==> src/rtl/read_burst_engine_if.sv <==
// rtl/read_burst_engine_if.sv - single-word read memory port shared by the burst engine and memory slaves
interface ReadMemoryInterface #(
    parameter int ADDRESS_WIDTH = 16,
    parameter int DATA_WIDTH    = 32
);
    logic [ADDRESS_WIDTH-1:0] address;
    logic                     readEnabled;
    logic [DATA_WIDTH-1:0]    dataIn;
    logic                     functionComplete;

    modport master (
        output address,
        output readEnabled,
        input  dataIn,
        input  functionComplete
    );

    modport slave (
        input  address,
        input  readEnabled,
        output dataIn,
        output functionComplete
    );
endinterface

==> src/rtl/read_burst_engine.sv <==
// rtl/read_burst_engine.sv - burst read sequencer with output FIFO and valid/ready stream
// Optional request watchdog and timeout port enabled by defining READ_BURST_TIMEOUT_EN.
module read_burst_engine #(
    parameter int ADDRESS_WIDTH  = 16,
    parameter int DATA_WIDTH     = 32,
    parameter int COUNT_WIDTH    = 8,
    parameter int FIFO_DEPTH     = 4,
    parameter int TIMEOUT_CYCLES = 256
) (
    input  logic                     clock,
    input  logic                     reset,
    input  logic                     start,
    input  logic [ADDRESS_WIDTH-1:0] baseAddress,
    input  logic [COUNT_WIDTH-1:0]   wordCount,
    output logic                     busy,
    output logic                     done,
    output logic [DATA_WIDTH-1:0]    dataOut,
    output logic                     dataValid,
    input  logic                     dataReady,
`ifdef READ_BURST_TIMEOUT_EN
    output logic                     timeout,
`endif
    ReadMemoryInterface.master       memory
);

    localparam int PTR_WIDTH   = $clog2(FIFO_DEPTH);
    localparam int LEVEL_WIDTH = PTR_WIDTH + 1;

    if (FIFO_DEPTH < 2 || (FIFO_DEPTH & (FIFO_DEPTH - 1)) != 0 || TIMEOUT_CYCLES < 1) begin : g_bad_config
        $error("read_burst_engine: FIFO_DEPTH must be a power of two >= 2 and TIMEOUT_CYCLES >= 1");
    end

    typedef enum logic [2:0] {
        IDLE,
        REQUEST,
        RELEASE,
        STALL,
        DRAIN
    } state_t;

    state_t state;
    state_t state_next;

    logic [ADDRESS_WIDTH-1:0] address_q;
    logic [COUNT_WIDTH-1:0]   remaining;
    logic                     busy_q;
    logic                     done_q;

    logic [DATA_WIDTH-1:0]    storage [FIFO_DEPTH];
    logic [PTR_WIDTH-1:0]     wr_ptr;
    logic [PTR_WIDTH-1:0]     rd_ptr;
    logic [LEVEL_WIDTH-1:0]   fifo_level;
    logic                     fifo_full;
    logic                     fifo_empty;

    logic accept;
    logic push;
    logic pop;
    logic drain_done;
    logic abort;

    assign fifo_full  = (fifo_level == LEVEL_WIDTH'(FIFO_DEPTH));
    assign fifo_empty = (fifo_level == '0);
    assign pop        = !fifo_empty && dataReady;

    assign dataValid = !fifo_empty;
    // Masking the head keeps dataOut at zero after reset without resetting the storage array.
    assign dataOut   = fifo_empty ? '0 : storage[rd_ptr];
    assign busy      = busy_q;
    assign done      = done_q;

    assign memory.address     = address_q;
    assign memory.readEnabled = (state == REQUEST);

`ifdef READ_BURST_TIMEOUT_EN
    localparam int TIMER_WIDTH = $clog2(TIMEOUT_CYCLES + 1);

    logic [TIMER_WIDTH-1:0] timer;
    logic                   timer_expired;

    assign timer_expired = (timer == TIMER_WIDTH'(TIMEOUT_CYCLES - 1));

    // Counts consecutive REQUEST cycles without a completion; cleared on any exit.
    always_ff @(posedge clock or posedge reset) begin
        if (reset) begin
            timer   <= '0;
            timeout <= 1'b0;
        end else begin
            timeout <= abort;
            if (state == REQUEST && !memory.functionComplete && !abort) begin
                timer <= timer + TIMER_WIDTH'(1);
            end else begin
                timer <= '0;
            end
        end
    end
`endif

    always_ff @(posedge clock or posedge reset) begin
        if (reset) begin
            state <= IDLE;
        end else begin
            state <= state_next;
        end
    end

    always_comb begin
        state_next = state;
        accept     = 1'b0;
        push       = 1'b0;
        drain_done = 1'b0;
        abort      = 1'b0;
        case (state)
            IDLE: begin
                if (start) begin
                    accept     = 1'b1;
                    state_next = (wordCount != '0) ? REQUEST : DRAIN;
                end
            end
            REQUEST: begin
                if (memory.functionComplete) begin
                    push       = 1'b1;
                    state_next = RELEASE;
                end
`ifdef READ_BURST_TIMEOUT_EN
                else if (timer_expired) begin
                    abort      = 1'b1;
                    state_next = DRAIN;
                end
`endif
            end
            RELEASE: begin
                if (remaining == '0) begin
                    state_next = DRAIN;
                end else if (fifo_full) begin
                    state_next = STALL;
                end else begin
                    state_next = REQUEST;
                end
            end
            STALL: begin
                if (!fifo_full) begin
                    state_next = REQUEST;
                end
            end
            DRAIN: begin
                if (fifo_empty) begin
                    drain_done = 1'b1;
                    state_next = IDLE;
                end
            end
            default: begin
                state_next = IDLE;
            end
        endcase
    end

    // done is registered one cycle behind the empty check; busy covers the done cycle and drops after it.
    always_ff @(posedge clock or posedge reset) begin
        if (reset) begin
            address_q <= '0;
            remaining <= '0;
            busy_q    <= 1'b0;
            done_q    <= 1'b0;
        end else begin
            done_q <= drain_done;
            if (accept) begin
                busy_q <= 1'b1;
            end else if (done_q) begin
                busy_q <= 1'b0;
            end
            if (accept) begin
                address_q <= baseAddress;
                remaining <= wordCount;
            end else if (push) begin
                address_q <= address_q + ADDRESS_WIDTH'(1);
                remaining <= remaining - COUNT_WIDTH'(1);
            end else if (abort) begin
                remaining <= '0;
            end
        end
    end

    always_ff @(posedge clock) begin
        if (push) begin
            storage[wr_ptr] <= memory.dataIn;
        end
    end

    // A push only happens from REQUEST, which is entered only with room, so no overflow guard is needed.
    always_ff @(posedge clock or posedge reset) begin
        if (reset) begin
            wr_ptr     <= '0;
            rd_ptr     <= '0;
            fifo_level <= '0;
        end else begin
            if (push) begin
                wr_ptr <= wr_ptr + PTR_WIDTH'(1);
            end
            if (pop) begin
                rd_ptr <= rd_ptr + PTR_WIDTH'(1);
            end
            case ({push, pop})
                2'b10:   fifo_level <= fifo_level + LEVEL_WIDTH'(1);
                2'b01:   fifo_level <= fifo_level - LEVEL_WIDTH'(1);
                default: fifo_level <= fifo_level;
            endcase
        end
    end

endmodule

==> src/flat_wrapper.sv <==
// flat-port wrapper written by rule: the top's interface ports become plain ports
module read_burst_engine_flat 
#(
    parameter int ADDRESS_WIDTH  = 16,
    parameter int DATA_WIDTH     = 32,
    parameter int COUNT_WIDTH    = 8,
    parameter int FIFO_DEPTH     = 4,
    parameter int TIMEOUT_CYCLES = 256
)
  (clock, reset, start, baseAddress, wordCount, busy, done, dataOut, dataValid, dataReady, memory_address, memory_readEnabled, memory_dataIn, memory_functionComplete);
  ReadMemoryInterface #(.ADDRESS_WIDTH(ADDRESS_WIDTH), .DATA_WIDTH(DATA_WIDTH)) memory_i ();
  input  logic clock;
  input  logic reset;
  input  logic start;
  input  logic [ADDRESS_WIDTH-1:0] baseAddress;
  input  logic [COUNT_WIDTH-1:0] wordCount;
  output logic busy;
  output logic done;
  output logic [DATA_WIDTH-1:0] dataOut;
  output logic dataValid;
  input  logic dataReady;
  output wire logic [$bits(memory_i.address)-1:0] memory_address;
  output wire logic [$bits(memory_i.readEnabled)-1:0] memory_readEnabled;
  input wire logic [$bits(memory_i.dataIn)-1:0] memory_dataIn;
  input wire logic [$bits(memory_i.functionComplete)-1:0] memory_functionComplete;
  assign memory_address = memory_i.address;
  assign memory_readEnabled = memory_i.readEnabled;
  assign memory_i.dataIn = memory_dataIn;
  assign memory_i.functionComplete = memory_functionComplete;
  read_burst_engine #(.ADDRESS_WIDTH(ADDRESS_WIDTH), .DATA_WIDTH(DATA_WIDTH), .COUNT_WIDTH(COUNT_WIDTH), .FIFO_DEPTH(FIFO_DEPTH), .TIMEOUT_CYCLES(TIMEOUT_CYCLES)) u_core (.clock(clock), .reset(reset), .start(start), .baseAddress(baseAddress), .wordCount(wordCount), .busy(busy), .done(done), .dataOut(dataOut), .dataValid(dataValid), .dataReady(dataReady), .memory(memory_i));
endmodule
==> config.mk <==
export PLATFORM = sky130hd
export DESIGN_NAME = read_burst_engine_flat
export DESIGN_NICKNAME = d
export VERILOG_FILES = /design/src/rtl/read_burst_engine_if.sv /design/src/rtl/read_burst_engine.sv /design/src/flat_wrapper.sv
export SDC_FILE = /design/constraint.sdc
export NUM_CORES = 1
export LEC_CHECK = 0
export ABC_AREA = 1
export CELL_PAD_IN_SITES_DETAIL_PLACEMENT = 0
export CELL_PAD_IN_SITES_GLOBAL_PLACEMENT = 1
export CORE_ASPECT_RATIO = 1.2
export CORE_MARGIN = 10
export CORE_UTILIZATION = 42
export CTS_CLUSTER_DIAMETER = 40
export DETAILED_ROUTE_END_ITERATION = 10
export PLACE_DENSITY = 0.89
export SLEW_MARGIN = 40
export SYNTH_ARGS = -nofsm -noshare
export SYNTH_HDL_FRONTEND = slang
export SYNTH_SLANG_ARGS = --single-unit
==> constraint.sdc <==
create_clock -name clock -period 3.31 [get_ports clock]
set_clock_uncertainty 0.2 [all_clocks]
set_input_delay 0.662 -clock clock [delete_from_list [all_inputs] [get_ports clock]]
set_output_delay 0.662 -clock clock [all_outputs]
set_load 0.01 [all_outputs]
Word level (Yosys, flattened, before mapping)
Memories as Yosys holds them, arrays and structs flattened.
Index checks and enable logic that the tools add are counted.
{"block": "classes", "muxes": 24, "reduce_logical": 10, "addsub": 6, "n_eq_ne": 11}
{"cell": "$mux 16", "n": 2}
{"cell": "$mux 32", "n": 1}
{"cell": "$mux 3", "n": 6}
{"cell": "$add 16x1->16 const B", "n": 1}
{"cell": "$mux 8", "n": 2}
{"cell": "$pmux 3 s5", "n": 1}
{"cell": "$mux 1", "n": 10}
{"cell": "$logic_not 8->1", "n": 1}
{"cell": "$reduce_bool 8->1", "n": 1}
{"cell": "$sub 8x1->8 const B", "n": 1}
{"cell": "$eq 3x2->1 const B", "n": 2}
{"cell": "$eq 3x3->1 const B", "n": 2}
{"cell": "$logic_not 3->1", "n": 2}
{"cell": "$pmux 3 s2", "n": 1}
{"cell": "$reduce_bool 2->1", "n": 3}
{"cell": "$add 2x1->2 const B", "n": 2}
{"cell": "$ne 2x1->1 const B", "n": 2}
{"cell": "$ne 2x2->1 const B", "n": 2}
{"cell": "$reduce_and 4->1", "n": 1}
{"cell": "$add 3x1->3 const B", "n": 1}
{"cell": "$eq 3x1->1 const B", "n": 1}
{"cell": "$sub 3x1->3 const B", "n": 1}
{"cell": "$eq 2x1->1 const B", "n": 1}
{"cell": "$eq 2x2->1 const B", "n": 1}
{"cell": "other kinds (3)", "n": 3}
{"block": "totals", "n_memories": 1, "register_bits": 36, "out_inout_bits": 52, "word_cells": 60, "inputBits": 61, "ramBits": 128}
{"memory": "u_core.storage", "words": 4, "width": 32, "rd": 1, "rd_clocked_by_memory_dff": 0, "wr": 1, "line_no": "read_burst_engine.sv:49", "rtl": "logic [DATA_WIDTH-1:0] storage [FIFO_DEPTH];"}

Longest topological paths before layout
{"block": "depth", "word_depth": 5, "depth_mapped": 11, "depth_no_buf": 10}

Worst setup path after synthesis
Ideal clock, no wire load.
{"block": "synth_timing", "path_type": "reg2reg", "startpoint": "register u_core.state[2]", "endpoint": "memory u_core.storage[1][0] (enable)", "arrival_ns": 2.330, "setup_slack_ns": 0.359, "n_path_buf": 1, "setup_ns": 0.421, "path_stages_with_launch": 7, "t_required_ns": 2.689, "synth_period_minus_slack_ns": 2.951, "path_cell_list": "dfrtp_1 > inv_1 > nand2_2 > nor2_4 > nand2_2 > buf_2 > nor2_1"}
{"block": "synth_between", "elab_chain_len": 4}
{"element": "start: declaration", "line_no": "read_burst_engine.sv:41", "rtl": "state_t state;"}
{"element": "start signal: assignment", "line_no": "read_burst_engine.sv:103", "rtl": "state <= state_next;"}
{"element": "$eq 3x1->1"}
{"element": "net memory_readEnabled", "line_no": "flat_wrapper.sv:23", "rtl": "output wire logic [$bits(memory_i.readEnabled)-1:0] memory_readEnabled;"}
{"element": "$mux 1", "line_no": "read_burst_engine.sv:113", "rtl": "case (state)"}
{"element": "$mux 1", "line_no": "read_burst_engine.sv:185", "rtl": "if (push) begin"}
{"element": "$mux 1 (implied by the code)", "line_no": "read_burst_engine.sv:186", "rtl": "storage[wr_ptr] <= memory.dataIn;"}
{"element": "end: declaration", "line_no": "read_burst_engine.sv:49"}
The timed path passes the listed nets, and every way through them passes these cells.

Worst setup path after layout
{"block": "layout_timing", "startpoint": "register u_core.rd_ptr[0]", "endpoint": "output dataOut[25]"}
{"block": "layout_between", "elab_chain_len": 2}
{"element": "start: declaration", "line_no": "read_burst_engine.sv:51", "rtl": "logic [PTR_WIDTH-1:0] rd_ptr;"}
{"element": "start signal: assignment", "line_no": "read_burst_engine.sv:201", "rtl": "rd_ptr <= rd_ptr + PTR_WIDTH'(1);"}
{"element": "$mem_v2 4x32"}
{"element": "$mux 32", "line_no": "read_burst_engine.sv:68", "rtl": "assign dataOut = fifo_empty ? '0 : storage[rd_ptr];"}
{"element": "end: declaration", "line_no": "flat_wrapper.sv:19", "rtl": "output logic [DATA_WIDTH-1:0] dataOut;"}
No other way between the ends.

==> results.toml <==
[yosys]
ys_types = 33
synth.avg_cell_area_um2 = 10.4
synth_xor_area_share_pct = 1.20
ys_seq_elements = 164
synth_top_family_by_area = "simple AND/OR/NAND/NOR gates"
synth-main-ff-cell = "edfxtp_1"
synthAdderAreaFrac_pct = 1.65
synth_mux_area_share_pct = 0
syn_area_um2 = 7280
synth_edf_count = 128
synth_seq_area_share_pct = 65.2
synth.area.top_cells = "edfxtp_1 53%, dfrtp_1 12%, nor2_1 8.4%"
yosysWarningCount = 0
synth_nets = 771
synth_most_common_cell = "nor2_1"
synth_compound_area_share_pct = 9.47
synth-simple-area-share_pct = 17.8
synth.top_cells.by_count = "162 x nor2_1, 128 x edfxtp_1, 90 x nand2_1, 74 x o21ai_0, 41 x inv_1"
synthArstFlopShare_pct = 22.0
yosys.area.top_type_share_pct = 52.8
synth_area_leader_cell = "edfxtp_1"
syn_inst = 701

[cts]
cts_made_buffers = 17
clk_latency_ps = 410
cts_tree = "yes"
cts-root-buf = "clkbuf_16"
htreeDepth = 4
ctsHoldBuffers = 0
clock_path_buffers = 2
clkTransAtPathRegs_ps = 60
cts.sinks = 164

[power_and_ir_drop]
p_sw_share_pct = 35.1
p_leak_uw = 0.00351
combPwrFrac_pct = 41.9
vdd_drop_max_v = 0.000480
power_switching_uw = 3030
p_per_area_nw_per_um2 = 921
p_int_uw = 5610
clockPowerShare_pct = 24.5
seqPwrFrac_pct = 33.6

[drt]
ant_nets = 0
vias = 5190
drc_errors = 0
wl_um = 16900
drt_iter0_markers = 338
drt-pass1-iter-count = 4
routedWlPerCell_um = 16.1
via_per_inst = 4.95

[flow_run]
maxCapViolations = 0

[outcome]
outcome = "completed"

[setup_path]
cp.arrival_ps = 2260
critPathKind = "reg2out"
crit_path_end_kind = "output pin"
worst_path_largest_cell_delay_ps = 600
cp.required_ps = 2450
crit_chain = "inv_2, buf_12, o21ai_0, a21oi_1, clkdlybuf4s50_1"
start_kind = "flip-flop"
slowest_stage = "clkdlybuf4s50_1"
path_max_fanout = 50

[global_routing]
grt_usage_pct = 14.7
grt_pass1_wl_um = 27200
grt_pass1_vias = 5219
gr-total-overflow = 0
grt_max_degree = 66
antenna_found_initial = 1

[place]
numPortBuffers = 112
dp_hpwl_um = 11500
pre_cts_ws_ps = 589
place.gp.congestion = 0.831

[timing]
slew_violations = 0
tns_ps = 0
period_minus_slack_ps = 3120
slew_headroom_pct = 65.7
max_freq_ghz = 0.321
rsz0062_at_grt = "false"
period_share_pct = 94.2
tightest_slew_ps = 513
hold_violations = 0
setup_viol = 0
fin_ws_ps = 193

[floorplan]
rows = 52
ios = 113
dieArea_um2 = 23000
core-area_um2 = 17000
initial_core_util_pct = 42.9
fp.dieH_um = 164
fp.dieW_um = 140

[cells_and_area]
drive_gt1_share_pct = 8.65
diodes = 0
area_delta_synth_final_pct = 28.8
final_nets = 889

[min_path]
hold_class = "reg2reg"
==> per-layer routing <==
metal | wire, um | GRT usage (%) | vias to the layer above
li1 | - | - | 2616
met5 | 0 | 0 | -
met2 | 8550 | 25.0 | 150
met3 | 1290 | 5.26 | 8
met1 | 6980 | 17.4 | 2416
met4 | 84 | 3.76 | 0
==> placed cells by master (no fill, tap or decap), types with 2 or more instances in the layout <==
master and count:
o21ai_0 74, clkbuf_1 5, buf_4 13, buf_12 5, nor3_1 3, nand4_1 7
o21ai_1 8, nand3_2 3, clkdlybuf4s50_1 112, clkinvlp_4 2, nor2_2 3, nand2_2 6
inv_2 4, bufinv_16 5, xnor2_1 2, nor2_4 7, nand3_1 29, edfxtp_1 128
dfrtp_1 35, a21oi_1 39, clkbuf_16 17, xor2_1 8, o211ai_1 7, clkbuf_8 2
ha_1 8, nor2_1 158, nand2_1 90, inv_1 40
==> timing repair <==
item,4_1_cts,5_1_grt
resized for setup,0,1
endpoints found under the hold margin,0,0
setup endpoints to repair,0,4
setup buffers,0,4
==> flip-flops by register name, summed over array words and instances, names as in the netlist, 2 cells and up <==
| name | flops |
|---|---|
| u_core.storage | 128 |
| u_core.rd_ptr | 2 |
| u_core.wr_ptr | 2 |
| u_core.memory.address | 16 |
| u_core.state | 3 |
| u_core.fifo_level | 3 |
| u_core.remaining | 8 |
==> power by group through the flow <==
| stage | clock network [uW] | registers [uW] | logic [uW] |
|---|---|---|---|
| after floorplan | 0 | 2920 | 2030 |
| after global placement | 0 | 2930 | 3590 |
| after detailed placement | 0 | 2930 | 3620 |
| after CTS | 2170 | 2900 | 3630 |
| after global routing | 2260 | 2950 | 4050 |
| final | 2120 | 2900 | 3620 |
==> area by class of cell <==
| class | instances | area (um2) |
|---|---|---|
| clock buffers | 24 | 472 |
| clock inverters | 8 | 175 |
| fillers | 1439 | 7600 |
| inverters | 45 | 173 |
| multi-input cells | 461 | 2220 |
| flip-flops and latches | 164 | 4750 |
| well taps | 216 | 270 |
| repair buffers | 130 | 1320 |
==> logic make-up after synthesis <==
logic type	count (synthesis)
adder cells (fa/ha/maj)	9
buffers and inverters	76
XOR/XNOR	10
AO/OA/AOI/OAI	132
flip-flops	164
AND/OR/NAND/NOR	310
==> critical path: cells and delay by family (launching register included) <==
kind / cells / cell delay (ps)
buffers and inverters: 3 / 1060
DFF: 1 / 430
AOI/OAI and AO/OA: 2 / 360
==> final timing paths <==
check / from / to / slack [ps] / depth (start not counted)
setup / recovery: u_core.rd_ptr[0] / dataOut[25] / 190 / 5
hold reg to reg: u_core.done / u_core.busy / 260 / 1
max in group asynchronous: reset / u_core.rd_ptr[0] / 2060 / 3
setup reg to reg: u_core.state[2] / u_core.fifo_level[2] / 1070 / 10
hold / removal: u_core.done / u_core.busy / 260 / 1
min in group asynchronous: reset / u_core.done / 470 / 3
==> per-stage QoR <==
step | total power [uW] | instances | cell area, um2 | util (%) | hold WS [ps]
after floorplan | 4950 | 701 | 7280 | - | 268
after global placement | 6520 | 1012 | 8700 | 51.2 | 244
after detailed placement | 6550 | 1012 | 8700 | 51.2 | 271
after CTS | 8700 | 1044 | 9340 | 55.0 | 278
after global routing | 9260 | 1048 | 9380 | 55.2 | 316
final | 8640 | 1048 | 9380 | 55.2 | 263
Note: power is estimated with default switching activity, not from simulation.
==> variant, RTL diff (config.mk and constraints unchanged) <==
The 5 states of `state_t` get a one-hot encoding in 5 bits.
--- a/src/rtl/read_burst_engine.sv
+++ b/src/rtl/read_burst_engine.sv
@@ -30,12 +30,12 @@
         $error("read_burst_engine: FIFO_DEPTH must be a power of two >= 2 and TIMEOUT_CYCLES >= 1");
     end
 
-    typedef enum logic [2:0] {
-        IDLE,
-        REQUEST,
-        RELEASE,
-        STALL,
-        DRAIN
+    typedef enum logic [4:0] {
+        IDLE    = 5'b00001,
+        REQUEST = 5'b00010,
+        RELEASE = 5'b00100,
+        STALL   = 5'b01000,
+        DRAIN   = 5'b10000
     } state_t;
 
     state_t state;
Formal check against the unedited RTL: same outputs for any inputs over 4 cycles, from zero or initial values and one cycle with reset high; so few cycles prove little.
==> variant against the original RTL <==
Worst setup slack got worse by 0.071 ns. Non-clock buffer count decreased by 3. Utilization decreased by 1.0 points. Cell area increased by 1.2%. Routed wire length increased by 2.4%. Sequential cell count increased by 2. Power decreased by 4.6%. Area after synthesis increased by 2.8%.
==> variant: results (changes against the original RTL) <==
* Post-route ant nets at 0 (unchanged)
* Internal power at 5.16 mW (-8.1%)
* Final wirelength at 17300 µm (+2.4%)
* Synth cell count leaders: nor2_1 (163), edfxtp_1 (128), nand2_1 (120)
* Slowest-stage cell, CP: clkdlybuf4s50_1
* Worst r2r src: u_core.fifo_level[0]
* Total Routing Usage GR at 0.149 (+0.00218)
* Synthesized Nets at 810 (+5.1%)
* Nets@finish at 926 (+4.2%)
* Min-Delay Path Class: flip-flop to flip-flop
* Top cell family by delay on the critical path: buffers and inverters
* Register-to-Register Setup Slack at 1.12 ns (+0.05 ns)
* Clock transition at path regs at 0.07 ns
* DP Wirelength at 11200 µm (-2.6%)
* Initial DRC count at 302 (-11%)
* Crit-path max FO at 31 (-38%)
* Yosys cell types at 35 (+6.1%)
* Clk_lat worst skew at 0.43 ns (+0.02 ns)
* Worst Setup EP: dataOut[25]
* EDFF count, synth at 128 (unchanged)
* Vias in the first global route at 5482 (+5.0%)
* Worst reg-to-reg path cell count at 10 (unchanged)
* Post-synth ARST share at 0.229 (+0.00940)
* Slew HR at 0.636 (-0.0209)
* Share of layout cells above drive strength 1 at 0.0783 (-0.00829)
* Largest cells by area after synthesis: edfxtp_1 (51%), dfrtp_1 (12%), nor2_1 (8.2%), nand2_1 (6.0%), o21ai_0 (4.9%)
* Largest net degree at the start of global routing at 39 (-41%)
* Clk buf depth at 2 (unchanged)
* CP startpoint: u_core.rd_ptr[0]
* Max reg flops at 128 (unchanged)
* Final Wtd Congestion at 0.771 (-7.3%)
* CTS root buffer: clkbuf_16
* Static Leak at 3.68 nW (+4.9%)
* Largest reg by FF count: u_core.storage
* Status: complete, no violations
* H-tree levels at 4 (unchanged)
* Router iterations before antenna repair at 5 (+1)
* Max IR drop VDD at 0.383 mV (-20%)
* First-pass GRT wire length at 28000 µm (+3.1%)
* Crit-path max cell delay at 0.60 ns (about the same)
* DR vias/cell at 5.02 (+1.4%)
* Cts bufs inserted at 17 (unchanged)
* Initial antenna violation count at 1 (unchanged)
* PortBufs at 112 (unchanged)
* Sequential area share after synthesis at 0.641 (-0.0109)
* Synth warnings at 0 (unchanged)
* R2R Path End: u_core.fifo_level[2]
==> variant: logic make-up (layout without fill, tap and decap cells) <==
| family | after synthesis | after routing | share of synthesized area |
|---|---|---|---|
| adders and majority gates | 9 | 9 | 0.0160 |
| and+or+nand+nor | 356 | 356 | 0.206 |
| AOI/OAI and AO/OA | 115 | 115 | 0.0781 |
| DFF | 166 | 166 | 0.641 |
| xor gates and xnor gates | 8 | 8 | 0.00936 |
| buffers and inverters | 86 | 215 | 0.0496 |
==> variant: worst min path at each step <==
| stage | startpoint | slack (ns) | cells after the start | end |
|---|---|---|---|---|
| CTS | u_core.done | 0.26 | 1 | u_core.busy |
| detailed placement | u_core.done | 0.25 | 1 | u_core.busy |
| global route | u_core.done | 0.32 | 1 | u_core.busy |
| finish | u_core.done | 0.26 | 1 | u_core.busy |
| global placement | u_core.done | 0.25 | 1 | u_core.busy |
| floorplan | u_core.remaining[1] | 0.25 | 2 | u_core.remaining[1] |
==> variant: power groups by stage <==
stage	Clock, mW	Sequential (mW)	Combinational, mW
after floorplan	0	2.81	2.03
after global placement	0	2.85	3.45
after detailed placement	0	2.85	3.49
after CTS	1.98	2.82	3.51
after global routing	2.08	2.87	3.92
final	1.95	2.82	3.47
==> variant: what timing repair did <==
item                                    CTS  global route
buffers inserted                          0             0
hold endpoints to repair                  0             0
endpoints found under the setup margin    0            16
resized for setup                         0             4
==> variant: final cells by class <==
class | count | area (µm²)
Sequential cell | 166 | 4800
Clock buffer | 17 | 425
Tap cell | 220 | 275
Inverter | 56 | 213
Multi-Input combinational cell | 488 | 2340
Fill cell | 1522 | 8020
Timing Repair Buffer | 127 | 1270
Clock inverter | 15 | 160
==> variant: metal layers <==
layer | GRT usage | wire, µm | vias to the layer above | part of all wire
met5 | 0 | 18 | - | 0.0010
met4 | 0.0530 | 198 | 2 | 0.011
met3 | 0.0512 | 1240 | 21 | 0.072
met2 | 0.252 | 8670 | 148 | 0.50
met1 | 0.172 | 7170 | 2576 | 0.41
li1 | - | - | 2720 | -
==> variant: through the flow <==
step / instance area, µm² / worst slack [ns] / cells
after floorplan: 7490 / 0.299 / 740
after global placement: 8890 / 0.551 / 1057
after detailed placement: 8890 / 0.535 / 1057
after CTS: 9470 / 0.0719 / 1089
after global routing: 9490 / 0.0142 / 1089
final: 9490 / 0.121 / 1089
